$ cat src/rtl/uart_rx_frame_if.sv
// Serial-line side of the UART receiver: rx input plus the received byte,
// its strobe and its error flags.
interface uart_rx_frame_if;
    logic       rx;
    logic [7:0] dataout;
    logic       rdsig;
    logic       dataerror;
    logic       frameerror;

    modport master (output rx, input dataout, rdsig, dataerror, frameerror);
    modport slave  (input rx, output dataout, rdsig, dataerror, frameerror);
endinterface

$ cat src/rtl/uart_rx_frame.sv
// 8N1/8E1/8O1 UART receiver on a 16x (OVERSAMPLE) clock with centre sampling,
// a parity/stop-bit error report and a fixed-length byte-ready strobe.
module uart_rx_frame #(
    parameter int unsigned OVERSAMPLE = 16,
    parameter int unsigned PARITY_EN  = 1,
    parameter int unsigned PARITY_ODD = 0,
    parameter int unsigned RDSIG_LEN  = 4
) (
    input  logic            clk,
    input  logic            rst,
    uart_rx_frame_if.slave  bus
);

    localparam int unsigned TICK_W = $clog2(OVERSAMPLE);
    localparam int unsigned RD_W   = $clog2(RDSIG_LEN);

    localparam logic [TICK_W-1:0] TICK_HALF = TICK_W'(OVERSAMPLE / 2 - 1);
    localparam logic [TICK_W-1:0] TICK_LAST = TICK_W'(OVERSAMPLE - 1);
    localparam logic [RD_W-1:0]   RD_LAST   = RD_W'(RDSIG_LEN - 1);
    localparam logic              PAR_EN_B  = (PARITY_EN != 0);
    localparam logic              PAR_ODD_B = (PARITY_ODD != 0);

    typedef enum logic [2:0] {
        S_IDLE,
        S_START,
        S_DATA,
        S_PARITY,
        S_STOP,
        S_BREAK
    } state_e;

    state_e            state_q, state_d;
    logic [1:0]        sync_q, sync_d;
    logic [TICK_W-1:0] tick_q, tick_d;
    logic [2:0]        bit_cnt_q, bit_cnt_d;
    logic [7:0]        shift_q, shift_d;
    logic              perr_q, perr_d;
    logic [7:0]        dataout_q, dataout_d;
    logic              rdsig_q, rdsig_d;
    logic [RD_W-1:0]   rd_cnt_q, rd_cnt_d;
    logic              dataerror_q, dataerror_d;
    logic              frameerror_q, frameerror_d;
    logic              rx_s;

    assign rx_s = sync_q[1];

    always_ff @(posedge clk or posedge rst) begin
        if (rst) begin
            state_q      <= S_IDLE;
            sync_q       <= 2'b11;
            tick_q       <= '0;
            bit_cnt_q    <= '0;
            shift_q      <= '0;
            perr_q       <= 1'b0;
            dataout_q    <= '0;
            rdsig_q      <= 1'b0;
            rd_cnt_q     <= '0;
            dataerror_q  <= 1'b0;
            frameerror_q <= 1'b0;
        end else begin
            state_q      <= state_d;
            sync_q       <= sync_d;
            tick_q       <= tick_d;
            bit_cnt_q    <= bit_cnt_d;
            shift_q      <= shift_d;
            perr_q       <= perr_d;
            dataout_q    <= dataout_d;
            rdsig_q      <= rdsig_d;
            rd_cnt_q     <= rd_cnt_d;
            dataerror_q  <= dataerror_d;
            frameerror_q <= frameerror_d;
        end
    end

    always_comb begin
        state_d      = state_q;
        sync_d       = {sync_q[0], bus.rx};
        tick_d       = tick_q;
        bit_cnt_d    = bit_cnt_q;
        shift_d      = shift_q;
        perr_d       = perr_q;
        dataout_d    = dataout_q;
        rdsig_d      = rdsig_q;
        rd_cnt_d     = rd_cnt_q;
        dataerror_d  = dataerror_q;
        frameerror_d = frameerror_q;

        // Strobe length counts down independently of the frame FSM.
        if (rdsig_q) begin
            if (rd_cnt_q == '0) begin
                rdsig_d = 1'b0;
            end else begin
                rd_cnt_d = rd_cnt_q - RD_W'(1);
            end
        end

        case (state_q)
            S_IDLE: begin
                tick_d = '0;
                if (!rx_s) begin
                    state_d = S_START;
                end
            end
            S_START: begin
                if (tick_q == TICK_HALF) begin
                    tick_d = '0;
                    if (!rx_s) begin
                        state_d      = S_DATA;
                        bit_cnt_d    = '0;
                        dataerror_d  = 1'b0;
                        frameerror_d = 1'b0;
                    end else begin
                        state_d = S_IDLE;
                    end
                end else begin
                    tick_d = tick_q + TICK_W'(1);
                end
            end
            S_DATA: begin
                if (tick_q == TICK_LAST) begin
                    tick_d             = '0;
                    shift_d[bit_cnt_q] = rx_s;
                    if (bit_cnt_q == 3'd7) begin
                        state_d = PAR_EN_B ? S_PARITY : S_STOP;
                    end else begin
                        bit_cnt_d = bit_cnt_q + 3'd1;
                    end
                end else begin
                    tick_d = tick_q + TICK_W'(1);
                end
            end
            S_PARITY: begin
                if (tick_q == TICK_LAST) begin
                    tick_d  = '0;
                    perr_d  = (^shift_q) ^ rx_s ^ PAR_ODD_B;
                    state_d = S_STOP;
                end else begin
                    tick_d = tick_q + TICK_W'(1);
                end
            end
            S_STOP: begin
                if (tick_q == TICK_LAST) begin
                    tick_d       = '0;
                    dataout_d    = shift_q;
                    dataerror_d  = PAR_EN_B & perr_q;
                    frameerror_d = ~rx_s;
                    rdsig_d      = 1'b1;
                    rd_cnt_d     = RD_LAST;
                    state_d      = rx_s ? S_IDLE : S_BREAK;
                end else begin
                    tick_d = tick_q + TICK_W'(1);
                end
            end
            S_BREAK: begin
                // A held-low line is not a start bit; wait for it to go idle.
                tick_d = '0;
                if (rx_s) begin
                    state_d = S_IDLE;
                end
            end
            default: begin
                state_d = S_IDLE;
                tick_d  = '0;
            end
        endcase
    end

    assign bus.dataout    = dataout_q;
    assign bus.rdsig      = rdsig_q;
    assign bus.dataerror  = dataerror_q;
    assign bus.frameerror = frameerror_q;

endmodule

$ cat src/flat_wrapper.sv
// flat-port wrapper written by rule: the top's interface ports become plain ports
module uart_rx_frame_flat 
#(
    parameter int unsigned OVERSAMPLE = 16,
    parameter int unsigned PARITY_EN  = 1,
    parameter int unsigned PARITY_ODD = 0,
    parameter int unsigned RDSIG_LEN  = 4
)
  (clk, rst, bus_rx, bus_dataout, bus_rdsig, bus_dataerror, bus_frameerror);
  uart_rx_frame_if bus_i ();
  input  logic clk;
  input  logic rst;
  input wire logic [$bits(bus_i.rx)-1:0] bus_rx;
  output wire logic [$bits(bus_i.dataout)-1:0] bus_dataout;
  output wire logic [$bits(bus_i.rdsig)-1:0] bus_rdsig;
  output wire logic [$bits(bus_i.dataerror)-1:0] bus_dataerror;
  output wire logic [$bits(bus_i.frameerror)-1:0] bus_frameerror;
  assign bus_i.rx = bus_rx;
  assign bus_dataout = bus_i.dataout;
  assign bus_rdsig = bus_i.rdsig;
  assign bus_dataerror = bus_i.dataerror;
  assign bus_frameerror = bus_i.frameerror;
  uart_rx_frame #(.OVERSAMPLE(OVERSAMPLE), .PARITY_EN(PARITY_EN), .PARITY_ODD(PARITY_ODD), .RDSIG_LEN(RDSIG_LEN)) u_core (.clk(clk), .rst(rst), .bus(bus_i));
endmodule
$ cat config.mk
export PLATFORM = sky130hd
export DESIGN_NAME = uart_rx_frame_flat
export DESIGN_NICKNAME = d
export VERILOG_FILES = /design/src/rtl/uart_rx_frame_if.sv /design/src/rtl/uart_rx_frame.sv /design/src/flat_wrapper.sv
export SDC_FILE = /design/constraint.sdc
export NUM_CORES = 1
export LEC_CHECK = 0
export CAP_MARGIN = 20
export CORE_MARGIN = 4
export CORE_UTILIZATION = 30
export CTS_CLUSTER_DIAMETER = 50
export CTS_CLUSTER_SIZE = 24
export DETAILED_ROUTE_END_ITERATION = 8
export PLACE_DENSITY = 0.47
export SYNTH_ARGS = -nofsm -noshare
export SYNTH_HDL_FRONTEND = slang
export SYNTH_SLANG_ARGS = --single-unit
export TNS_END_PERCENT = 20
$ cat constraint.sdc
create_clock -name clk -period 2.5 [get_ports clk]
set_input_delay 0.75 -clock clk [delete_from_list [all_inputs] [get_ports clk]]
set_output_delay 0.75 -clock clk [all_outputs]
set_load 0.02 [all_outputs]
* Word level (Yosys, flattened, before mapping) *
Index checks and enable logic that the tools add are counted.
W data, S select, Z words.

operators by class
  $add $sub $neg = 3
  reductions and logical operators = 13
  $lt $le $gt $ge = 2
  multipliers = 0
  multiplexer cells = 35
  div/mod/pow operators = 0
  shift-type cells = 0
  bitwise gates (word level) = 2
  eq/ne operators = 17

operators by type and width
  operator               count
  $mux W3                12
  $pmux W3 S6            1
  $ne A2 B1 Y1 const B   6
  $mux W2                5
  $eq A3 B3 Y1 const B   3
  $mux W1                9
  $bwmux W8              1
  $mux W4                2
  $pmux W4 S2            1
  $reduce_xor A8 Y1      1
  $reduce_and A7 Y1      1
  $eq A3 B2 Y1 const B   2
  $ne A2 B2 Y1 const B   3
  $pmux W3 S2            1
  $reduce_and A2 Y1      3
  $reduce_and A5 Y1      1
  $add A4 B1 Y4 const B  1
  $eq A4 B3 Y1 const B   1
  $eq A4 B4 Y1 const B   1
  $lt A3 B4 Y1 const B   1
  $pmux W1 S2            2
  $reduce_and A4 Y1      1
  $reduce_bool A2 Y1     2
  $add A3 B1 Y3 const B  1
  10 further kinds       10

word-level totals
  output and inout port bits = 11
  latch bits = 0
  memories = 0
  memory bits (read-only) = 0
  register bits after elaboration = 34
  bits of input ports = 3
  word-level logic and storage cells = 83
  bits in writable memories = 0

* Longest topological paths before layout *
Gate-level depths: netlist (run 1).

  depth after elaboration = 5
  depth in mapped cells = 6
  depth with buffers taken out = 5

* Worst setup path before layout (run 1) *
OpenSTA, ideal clock, no wires.

  path kind = register -> register
  start = register u_core.tick_q[0]
  end = register u_core.dataout_q[0], in the netlist u_core.bus.dataout[0]
  path slack = 808 ps
  data required time = 2,375 ps
  data arrival time = 1,567 ps
  clock period less this slack = 1,692 ps
  cell stages (with the launch flop) = 7
  buffers on the path = 2
  cells stage by stage = dfrtp_1 ha_1 and3_1 buf_4 nand3_1 buf_2 mux2_2

between the ends
  word-level cells in the longest chain between the ends = 2

ends and longest elaborated chain
  what                                RTL line              RTL
  from (decl)                         uart_rx_frame.sv:34   logic [TICK_W-1:0] tick_q, tick_d;
  from (signal assigned)              uart_rx_frame.sv:63   tick_q <= tick_d;
  $eq A4 B4 Y1                        uart_rx_frame.sv:142  if (tick_q == TICK_LAST) begin
  $reduce_and A2 Y1 (no source line)  --
  to (signal assigned)                uart_rx_frame.sv:67   dataout_q <= dataout_d;
  to (decl)                           uart_rx_frame.sv:38   logic [7:0] dataout_q, dataout_d;

No other way between the ends.
A chain may end at the register's enable or synchronous reset.

* Final worst setup path (run 1) *
  start = register u_core.rdsig_q, in the netlist u_core.bus.rdsig
  end = output bus_rdsig

RTL lines
  what                    RTL line             RTL
  from (decl)             uart_rx_frame.sv:39  logic rdsig_q, rdsig_d;
  from (signal assigned)  uart_rx_frame.sv:68  rdsig_q <= rdsig_d;
  to (decl)               flat_wrapper.sv:15   output wire logic [$bits(bus_i.rdsig)-1:0] bus_rdsig;

No word-level cell between the ends.

==> flow_summary.json, run 1 <==
{
  "status": "completed",
  "place_ws_ps": 556.5,
  "synthSimpleGateAreaFrac_pct": 16.50,
  "cts-root-buf": "clkbuf_8",
  "vias": 1068,
  "syn-num-nets": 150,
  "fmax_ghz": 0.4930,
  "post-cts-setup-buffer-count": 0,
  "slowest_delay_ps": 620,
  "fin_worst_skew_ps": 5.687,
  "grt_usage_pct": 10.31,
  "fin_crit_sh_pct": 81.13,
  "synth_top_family_by_area": "simple AND/OR/NAND/NOR gates",
  "crit_path_max_fanout": 4,
  "clk_latency_ps": 280,
  "initial_core_util_pct": 31.61,
  "nets": 163,
  "hold_viol": 0,
  "dr.pass1.iters": 4,
  "grt_pass1_wl_um": 5237,
  "die_w_um": 82.06,
  "antenna_cells": 0,
  "timing.rr.start": "u_core.tick_q[0]",
  "grtUsageMet1_pct": 12.83,
  "hold_class": "flip-flop to flip-flop",
  "wirelength_um": 2941,
  "drt-initial-drc-count": 28,
  "routabilityCongestion": 0.7688,
  "port_buffers": 13,
  "fillCellCount": 532,
  "cts.reportedPaths.clkPinSlew_ps": 70,
  "post_drt_via_cell_ratio": 4.684,
  "power.density_nw_per_um2": 599.0,
  "max-slew-margin-rel_pct": 63.94,
  "use_met3_pct": 3.289,
  "synth.cell_area_um2": 1645,
  "avgSynthCellArea_um2": 11.43,
  "fin_setup_tns_ps": 0,
  "drive_above_1_share_pct": 19.62,
  "busiest_layer": "met2",
  "route.detailed.drc": 0,
  "final_antenna_net_count": 0,
  "critPathCaptureType": "output port",
  "slew_violations": 0,
  "rows": 26,
  "synth_compound_area_share_pct": 6.008,
  "met2_usage_pct": 16.56,
  "cap_viol_max_count": 0,
  "startpoint_type": "flip-flop",
  "dpl.hpwl_um": 2112,
  "core_um2": 5205,
  "placed_cells": 220,
  "arrival_ps": 1280,
  "grt_max_degree": 35,
  "min-delay-start": "u_core.sync_q[0]",
  "ctsLongestPathBuffers": 2,
  "antenna_found_initial": 0,
  "layout_commonest_cell": "dfrtp_1",
  "cp.required_ps": 1750,
  "slowest_stage": "clkdlybuf4s50_1",
  "crit_start": "u_core.bus.rdsig",
  "cts_tree": "done",
  "max-vdd-ir-drop_mv": 0.2016,
  "synth_adder_area_share_pct": 2.281,
  "leakage_nw": 0.9017,
  "fin_cells": 228,
  "rsz0062_at_grt": "false",
  "cts_resized": 0,
  "clock-sinks": 34,
  "yosys_register_bits": 34,
  "syn_inst": 144,
  "hold_ws_ps": 357.1,
  "criticalPathCategory": "flip-flop to output port",
  "min_to": "u_core.sync_q[1]",
  "cp_num_buf_inv": 1,
  "fp.dieArea_um2": 6733,
  "synthMuxAreaShare_pct": 12.55,
  "io_pins": 14,
  "setup_viol": 0,
  "yosysSeqAreaShare_pct": 51.86,
  "cts_htree_levels": 2,
  "ys_types": 36,
  "cts_buffers": 5,
  "tightestPinTransition_ps": 539.4,
  "die_height_um": 82.06,
  "fin_ws_ps": 471.6,
  "grt_pass1_vias": 1089,
  "hold_depth": 0,
  "cp_cell_sequence": "clkdlybuf4s50_1",
  "areaGrowthSynthToFinish_pct": 17.03,
  "r2r-end": "u_core.bus.dataout[2]",
  "final_cell_mix": "dfrtp_1 (32), mux2_2 (15), clkdlybuf4s50_1 (13)",
  "overflow": 0,
  "wire_per_inst_um": 12.90,
  "yosys_warnings": 0,
  "critical-path-top-delay-family": "buffers and inverters",
  "regToRegSetupSlack_ps": 590,
  "rr_worst_depth": 4,
  "period_minus_slack_ps": 2028,
  "postCtsHoldBufs": 0,
  "fin_total_pwr_mw": 1.153,
  "synth-xor-area-share_pct": 6.160
}
[cells by family after synthesis]
| kind of cell | after synthesis |
|---|---|
| and+or+nand+nor | 49 |
| DFF | 34 |
| muxes | 18 |
| AOI/OAI and AO/OA | 16 |
| buffers and inverters | 14 |
| xor gates and xnor gates | 10 |
| adders and majority gates | 3 |
[synth_stat cells, drive strengths merged]
master   n  share of area, %
a211oi   1              0.46
a21oi    2              0.61
and3     3               1.1
and3b    1              0.53
buf      7               3.0
clkbuf   1              0.23
dfrtp   32                49
dfstp    2               3.2
ha       3               2.3
inv      6               1.4
mux2    18                13
nand2   11               2.7
nand3   10               3.0
nand3b   3               1.4
nand4    1              0.38
nor2     8               2.3
nor2b    2              0.76
nor3     3              0.91
nor3b    2              0.91
nor4     3               1.1
o211a    1              0.61
o21ai    8               2.4
o31ai    3               1.4
o41ai    1              0.53
or3      1              0.68
or3b     1              0.68
xnor2    6               3.2
xnor3    1               1.4
xor2     3               1.6
[routing by layer]
layer	share of wire (%)	vias up
met3	3.7	7
met4	1.4	0
met5	0	-
li1	-	524
met1	46	521
met2	49	16
[sequential cells by signal, indices dropped and copies added (netlist names)]
register and flops:
u_core.shift_q 8, u_core.bus.dataout 8, u_core.bit_cnt_q 3, u_core.perr_q 1
u_core.tick_q 4, u_core.state_q 3, u_core.sync_q 2, u_core.rd_cnt_q 2
u_core.bus.rdsig 1, u_core.bus.dataerror 1, u_core.bus.frameerror 1
[power by group]
part           total, mW  leakage [nW]  internal [mW]  switching [mW]
combinational     0.0693         0.382         0.0314          0.0379
sequential         0.591         0.462          0.567          0.0232
clock              0.494        0.0579          0.293           0.200
total               1.15         0.902          0.892           0.261
[stage by stage]
stage                     utilization (%)  instance area, um^2
final                               37.00                 1926
after global routing                37.00                 1926
after floorplan                         -                 1645
after CTS                           37.00                 1926
after global placement              34.90                 1817
after detailed placement            34.90                 1817
[worst max-delay path by stage]
stage	endpoint	slack, ps	cells past startpoint
2_1_floorplan	u_core.bus.dataout[0]	810	6
3_3_place_gp	u_core.bus.dataout[2]	640	4
3_5_place_dp	u_core.bus.dataout[2]	560	4
4_1_cts	bus_rdsig	450	1
5_1_grt	u_core.bus.dataout[7]	410	4
6_report	bus_rdsig	470	1
[area by class of cell]
type	instances	area (um^2)	area share [%]
Clock buffer	5	68.82	3.574
Inverter	6	22.52	1.170
Sequential cell	34	853.3	44.31
Multi-Input combinational cell	96	715.7	37.17
Timing Repair Buffer	14	137.6	7.147
Clock inverter	3	40.04	2.079
Tap cell	70	87.58	4.548
No activity file was read; power rests on OpenSTA's default activity.
==> run 2: changes to the inputs <==
PLACE_DENSITY = 0.49   (was 0.47)
clock period = 1.7 ns   (was 2.5 ns; I/O delays follow)
==> flow_summary.json, run 2 (synthesis results as in run 1) <==
{
  "crit_path_max_fanout": 4,
  "cts.reportedPaths.clkPinSlew_ps": 60,
  "fin_setup_tns_ps": 0,
  "cts-root-buf": "clkbuf_8",
  "period_minus_slack_ps": 1650,
  "wire_per_inst_um": 13.29,
  "port_buffers": 13,
  "slowest_stage": "dfrtp_1",
  "nets": 175,
  "wl_met2_um": 1618,
  "fin_ws_ps": 49.50,
  "antenna_cells": 0,
  "die_w_um": 82.06,
  "hold_class": "flip-flop to flip-flop",
  "fmax_ghz": 0.6059,
  "grt_pass1_wl_um": 5658,
  "final_antenna_net_count": 0,
  "antenna_found_initial": 0,
  "criticalPathCategory": "flip-flop to flip-flop",
  "fin_cells": 239,
  "cts_resized": 12,
  "max-vdd-ir-drop_mv": 0.5122,
  "wirelength_um": 3177,
  "vias": 1148,
  "rr_worst_depth": 6,
  "io_pins": 14,
  "post-cts-setup-buffer-count": 0,
  "dpl.hpwl_um": 2350,
  "core_um2": 5205,
  "startpoint_type": "flip-flop",
  "cts_tree": "done",
  "overflow": 0,
  "power.density_nw_per_um2": 760.3,
  "post_drt_via_cell_ratio": 4.803,
  "cp_cell_sequence": "ha_1 -> buf_4 -> nand2_1 -> o21ai_0 -> o211a_1 -> mux2_2",
  "rsz0062_at_grt": "true",
  "top_layer": "met4",
  "routabilityCongestion": 0.7438,
  "fillCellCount": 535,
  "cts_buffers": 5,
  "regToRegSetupSlack_ps": 50,
  "ctsLongestPathBuffers": 2,
  "placed_cells": 232,
  "arrival_ps": 1810,
  "critical-path-top-delay-family": "compound AO/OA/AOI/OAI gates",
  "drt-initial-drc-count": 55,
  "utilization_pct": 39.11,
  "grt_usage_pct": 11.17,
  "areaGrowthSynthToFinish_pct": 23.73,
  "slew_violations": 0,
  "grt_max_degree": 35,
  "setup_viol": 0,
  "slowest_delay_ps": 350,
  "initial_core_util_pct": 31.61,
  "grt_pass1_vias": 1254,
  "status": "completed",
  "r2r-end": "u_core.state_q[0]",
  "fin_crit_sh_pct": 97.09,
  "postCtsHoldBufs": 0,
  "place_ws_ps": -36.94,
  "hold_viol": 0,
  "leakage_nw": 1.016,
  "wl_met3_um": 114,
  "worst-path-stages": 6,
  "fin_worst_skew_ps": 7.112,
  "route.detailed.drc": 0,
  "cts_htree_levels": 2,
  "crit_start": "u_core.tick_q[1]",
  "rows": 26,
  "dr.pass1.iters": 6,
  "tightestPinTransition_ps": 308.7,
  "layout_commonest_cell": "dfrtp_1",
  "met1_length_um": 1390,
  "cp_num_buf_inv": 1,
  "max-slew-margin-rel_pct": 79.15,
  "cp.required_ps": 1860,
  "fp.dieArea_um2": 6733,
  "critPathCaptureType": "flip-flop",
  "final_cell_mix": "dfrtp_1 (32), mux2_2 (15), dlygate4sd2_1 (11), buf_4 (11)",
  "cap_viol_max_count": 0,
  "clock-sinks": 34,
  "critPathCapture": "u_core.state_q[0]",
  "clk_latency_ps": 280,
  "drive_above_1_share_pct": 28.40,
  "die_height_um": 82.06,
  "timing.rr.start": "u_core.tick_q[1]"
}
-- run 2: changes by cell type in the layout (fill, tap and decap cells not counted), moves of 2 or more --
cell             previous run  this run
dlygate4sd2_1               0        11
buf_12                      0         2
buf_4                       1        11
nor4_1                      3         1
clkdlybuf4s50_1            13         2
-- run 2: stage by stage --
| step | hold WS [ps] | total power, mW | cell area, um^2 |
|---|---|---|---|
| 2_1_floorplan | 345.2 | 0.9662 | 1645 |
| 3_3_place_gp | 346.7 | 1.010 | 1932 |
| 3_5_place_dp | 347.3 | 1.015 | 1932 |
| 4_1_cts | 356.6 | 1.577 | 1998 |
| 5_1_grt | 365.5 | 1.643 | 2036 |
| 6_report | 355.7 | 1.548 | 2036 |
-- run 2: worst min-delay path by stage --
stage                                 from                to  cells after the start  slack (ps)
after global placement    u_core.sync_q[0]  u_core.sync_q[1]                      0         350
after detailed placement  u_core.sync_q[0]  u_core.sync_q[1]                      0         350
after CTS                 u_core.sync_q[0]  u_core.sync_q[1]                      0         360
final                     u_core.sync_q[0]  u_core.sync_q[1]                      0         360
after floorplan           u_core.sync_q[0]  u_core.sync_q[1]                      0         350
after global routing      u_core.sync_q[0]  u_core.sync_q[1]                      0         370
-- run 2: routing by layer --
metal	global-route usage [%]	vias to the layer above
met3	3.289	8
li1	-	554
met5	0	-
met2	19.47	20
met4	4.983	0
met1	12.52	566
-- run 2: final cells by class --
cell class / count / area (um^2) / share of cell area (%)
tap: 70 / 87.58 / 4.302
multi-input combinational: 96 / 754.5 / 37.06
sequential: 34 / 853.3 / 41.92
timing repair buffer: 26 / 239.0 / 11.74
clock inverter: 2 / 10.01 / 0.4917
inverter: 6 / 22.52 / 1.106
clock buffer: 5 / 68.82 / 3.380
-- run 2: power breakdown --
| part | total [mW] | switching [mW] | internal (mW) |
|---|---|---|---|
| logic | 0.142 | 0.0728 | 0.0687 |
| clock network | 0.544 | 0.270 | 0.274 |
| registers | 0.862 | 0.0274 | 0.835 |
==> run 3: changes to the inputs <==
CORE_UTILIZATION = 51   (was 30)
GPL_TIMING_DRIVEN = 0   (was default)
PLACE_DENSITY = 0.74   (was 0.49)
==> flow_summary.json, run 3 (synthesis results as in run 1) <==
{
  "vias": 1126,
  "initial_core_util_pct": 53.46,
  "cts_htree_levels": 2,
  "sw_frac_of_total_pct": 24.11,
  "placedInstanceArea_um2": 1858,
  "fin_setup_tns_ps": 0,
  "p_clk_share_pct": 30.2,
  "period_minus_slack_ps": 1637,
  "setup_viol": 0,
  "hold_depth": 0,
  "timing.rr.start": "u_core.tick_q[1]",
  "slowest_stage": "dfrtp_1",
  "cp_cell_sequence": "ha_4 -> and3_1 -> buf_4 -> nand3_2 -> buf_6 -> mux2_2",
  "grt_pass1_wl_um": 5071,
  "critPathCaptureType": "flip-flop",
  "nets": 175,
  "die_height_um": 64.80,
  "rows": 20,
  "routabilityCongestion": 0.8771,
  "pwr-share-comb_pct": 11.3,
  "grt_usage_pct": 15.96,
  "power.switching_mw": 0.3560,
  "crit_start": "u_core.tick_q[1]",
  "tightestPinTransition_ps": 454.3,
  "criticalPathCategory": "flip-flop to flip-flop",
  "overflow": 0,
  "min-delay-start": "u_core.sync_q[0]",
  "p_seq_share_pct": 58.5,
  "fin_ws_ps": 63.48,
  "hold_class": "flip-flop to flip-flop",
  "rsz0062_at_grt": "false",
  "fp.dieArea_um2": 4199,
  "fin_worst_skew_ps": 2.772,
  "drt-initial-drc-count": 45,
  "cts.reportedPaths.clkPinSlew_ps": 90,
  "power.density_nw_per_um2": 736.6,
  "post_drt_via_cell_ratio": 5.262,
  "antenna_cells": 0,
  "cts_buffers": 5,
  "place_ws_ps": -157.7,
  "crit_path_max_fanout": 8,
  "startpoint_type": "flip-flop",
  "fmax_ghz": 0.6111,
  "fin_crit_sh_pct": 96.27,
  "clock-sinks": 34,
  "drive_above_1_share_pct": 29.41,
  "regToRegSetupSlack_ps": 60,
  "utilization_pct": 65.12,
  "antenna_found_initial": 0,
  "final_antenna_net_count": 0,
  "die_w_um": 64.80,
  "fillCellCount": 263,
  "cap_viol_max_count": 0,
  "clk_latency_ps": 320,
  "dpl.hpwl_um": 2114,
  "ctsLongestPathBuffers": 2,
  "port_buffers": 13,
  "regArea_um2": 854.6,
  "rr_worst_depth": 6,
  "max-slew-margin-rel_pct": 69.68,
  "finalInstanceArea_um2": 2004,
  "slowest_delay_ps": 440,
  "status": "completed",
  "io_pins": 14,
  "leakage_nw": 1.002,
  "cp.required_ps": 1920,
  "multiInputGateArea_um2": 779.5,
  "arrival_ps": 1850,
  "grt_max_degree": 26,
  "hold_viol": 0,
  "max-vdd-ir-drop_mv": 0.5331,
  "route.detailed.drc": 0,
  "slew_violations": 0,
  "areaGrowthSynthToFinish_pct": 21.82,
  "final_cell_mix": "dfrtp_1 (31), mux2_2 (15), dlygate4sd2_1 (11)",
  "wire_per_inst_um": 13.75,
  "intPower_mw": 1.121,
  "grt_pass1_vias": 1148,
  "core_um2": 3078,
  "cts-root-buf": "clkbuf_4",
  "cts_tree": "done",
  "dr.pass1.iters": 4,
  "layout_commonest_cell": "dfrtp_1",
  "wirelength_um": 2942
}
==> run 3: changes by cell type in the layout (fill, tap and decap cells not counted), sizes merged <==
cell    previous run  this run
buf               13        12
clkinv             2         0
clkbuf             5         9
==> run 3: what timing repair did <==
item	CTS	global route
buffers inserted	1	3
setup endpoints to repair	21	9
hold buffers	0	0
pin swaps	0	4
gates resized for setup	18	7
hold endpoints to repair	0	0
==> run 3: path summary, 6_finish.rpt <==
kind | to
min in group asynchronous | u_core.bus.dataerror
worst max-delay path | u_core.bus.dataout[3]
worst min-delay path | u_core.sync_q[1]
worst min register to register | u_core.sync_q[1]
worst max register to register | u_core.bus.dataout[3]
max in group asynchronous | u_core.sync_q[0]
==> run 3: layout make-up <==
type | count | area share [%]
clock buffer | 8 | 2.934
sequential | 34 | 42.63
buffer | 8 | 2.996
multi-input combinational | 96 | 38.89
tap | 44 | 2.747
timing repair buffer | 18 | 8.677
inverter | 6 | 1.124
==> run 3: power by group through the flow <==
stage / Clock (mW) / Sequential (mW) / Combinational, mW
global placement: 0 / 0.868 / 0.123
floorplan: 0 / 0.865 / 0.101
CTS: 0.468 / 0.860 / 0.145
detailed placement: 0 / 0.871 / 0.135
global route: 0.516 / 0.865 / 0.185
finish: 0.446 / 0.863 / 0.167
==> run 3: critical path: cells and delay by family (launching register included) <==
family        cells  cell delay [ps]
fa+ha+maj         1              200
buf+inv           2              290
flops             1              440
mux               1              330
simple gates      2              260
==> run 3: per-stage QoR <==
step           hold slack (ps)  total power, mW  cells
3_5_place_dp             351.0            1.007    202
2_1_floorplan            345.2           0.9662    144
5_1_grt                  374.8            1.566    214
6_report                 363.0            1.477    214
3_3_place_gp             346.3           0.9909    201
4_1_cts                  364.8            1.472    211
==> run 3: routing by layer <==
layer / vias up / global-route usage [%] / part of all wire [%]
met4: 0 / 5.805 / 1.2
met3: 4 / 5.893 / 4.5
li1: 555 / - / -
met5: - / 0 / 0
met2: 21 / 27.46 / 51
met1: 546 / 17.98 / 44
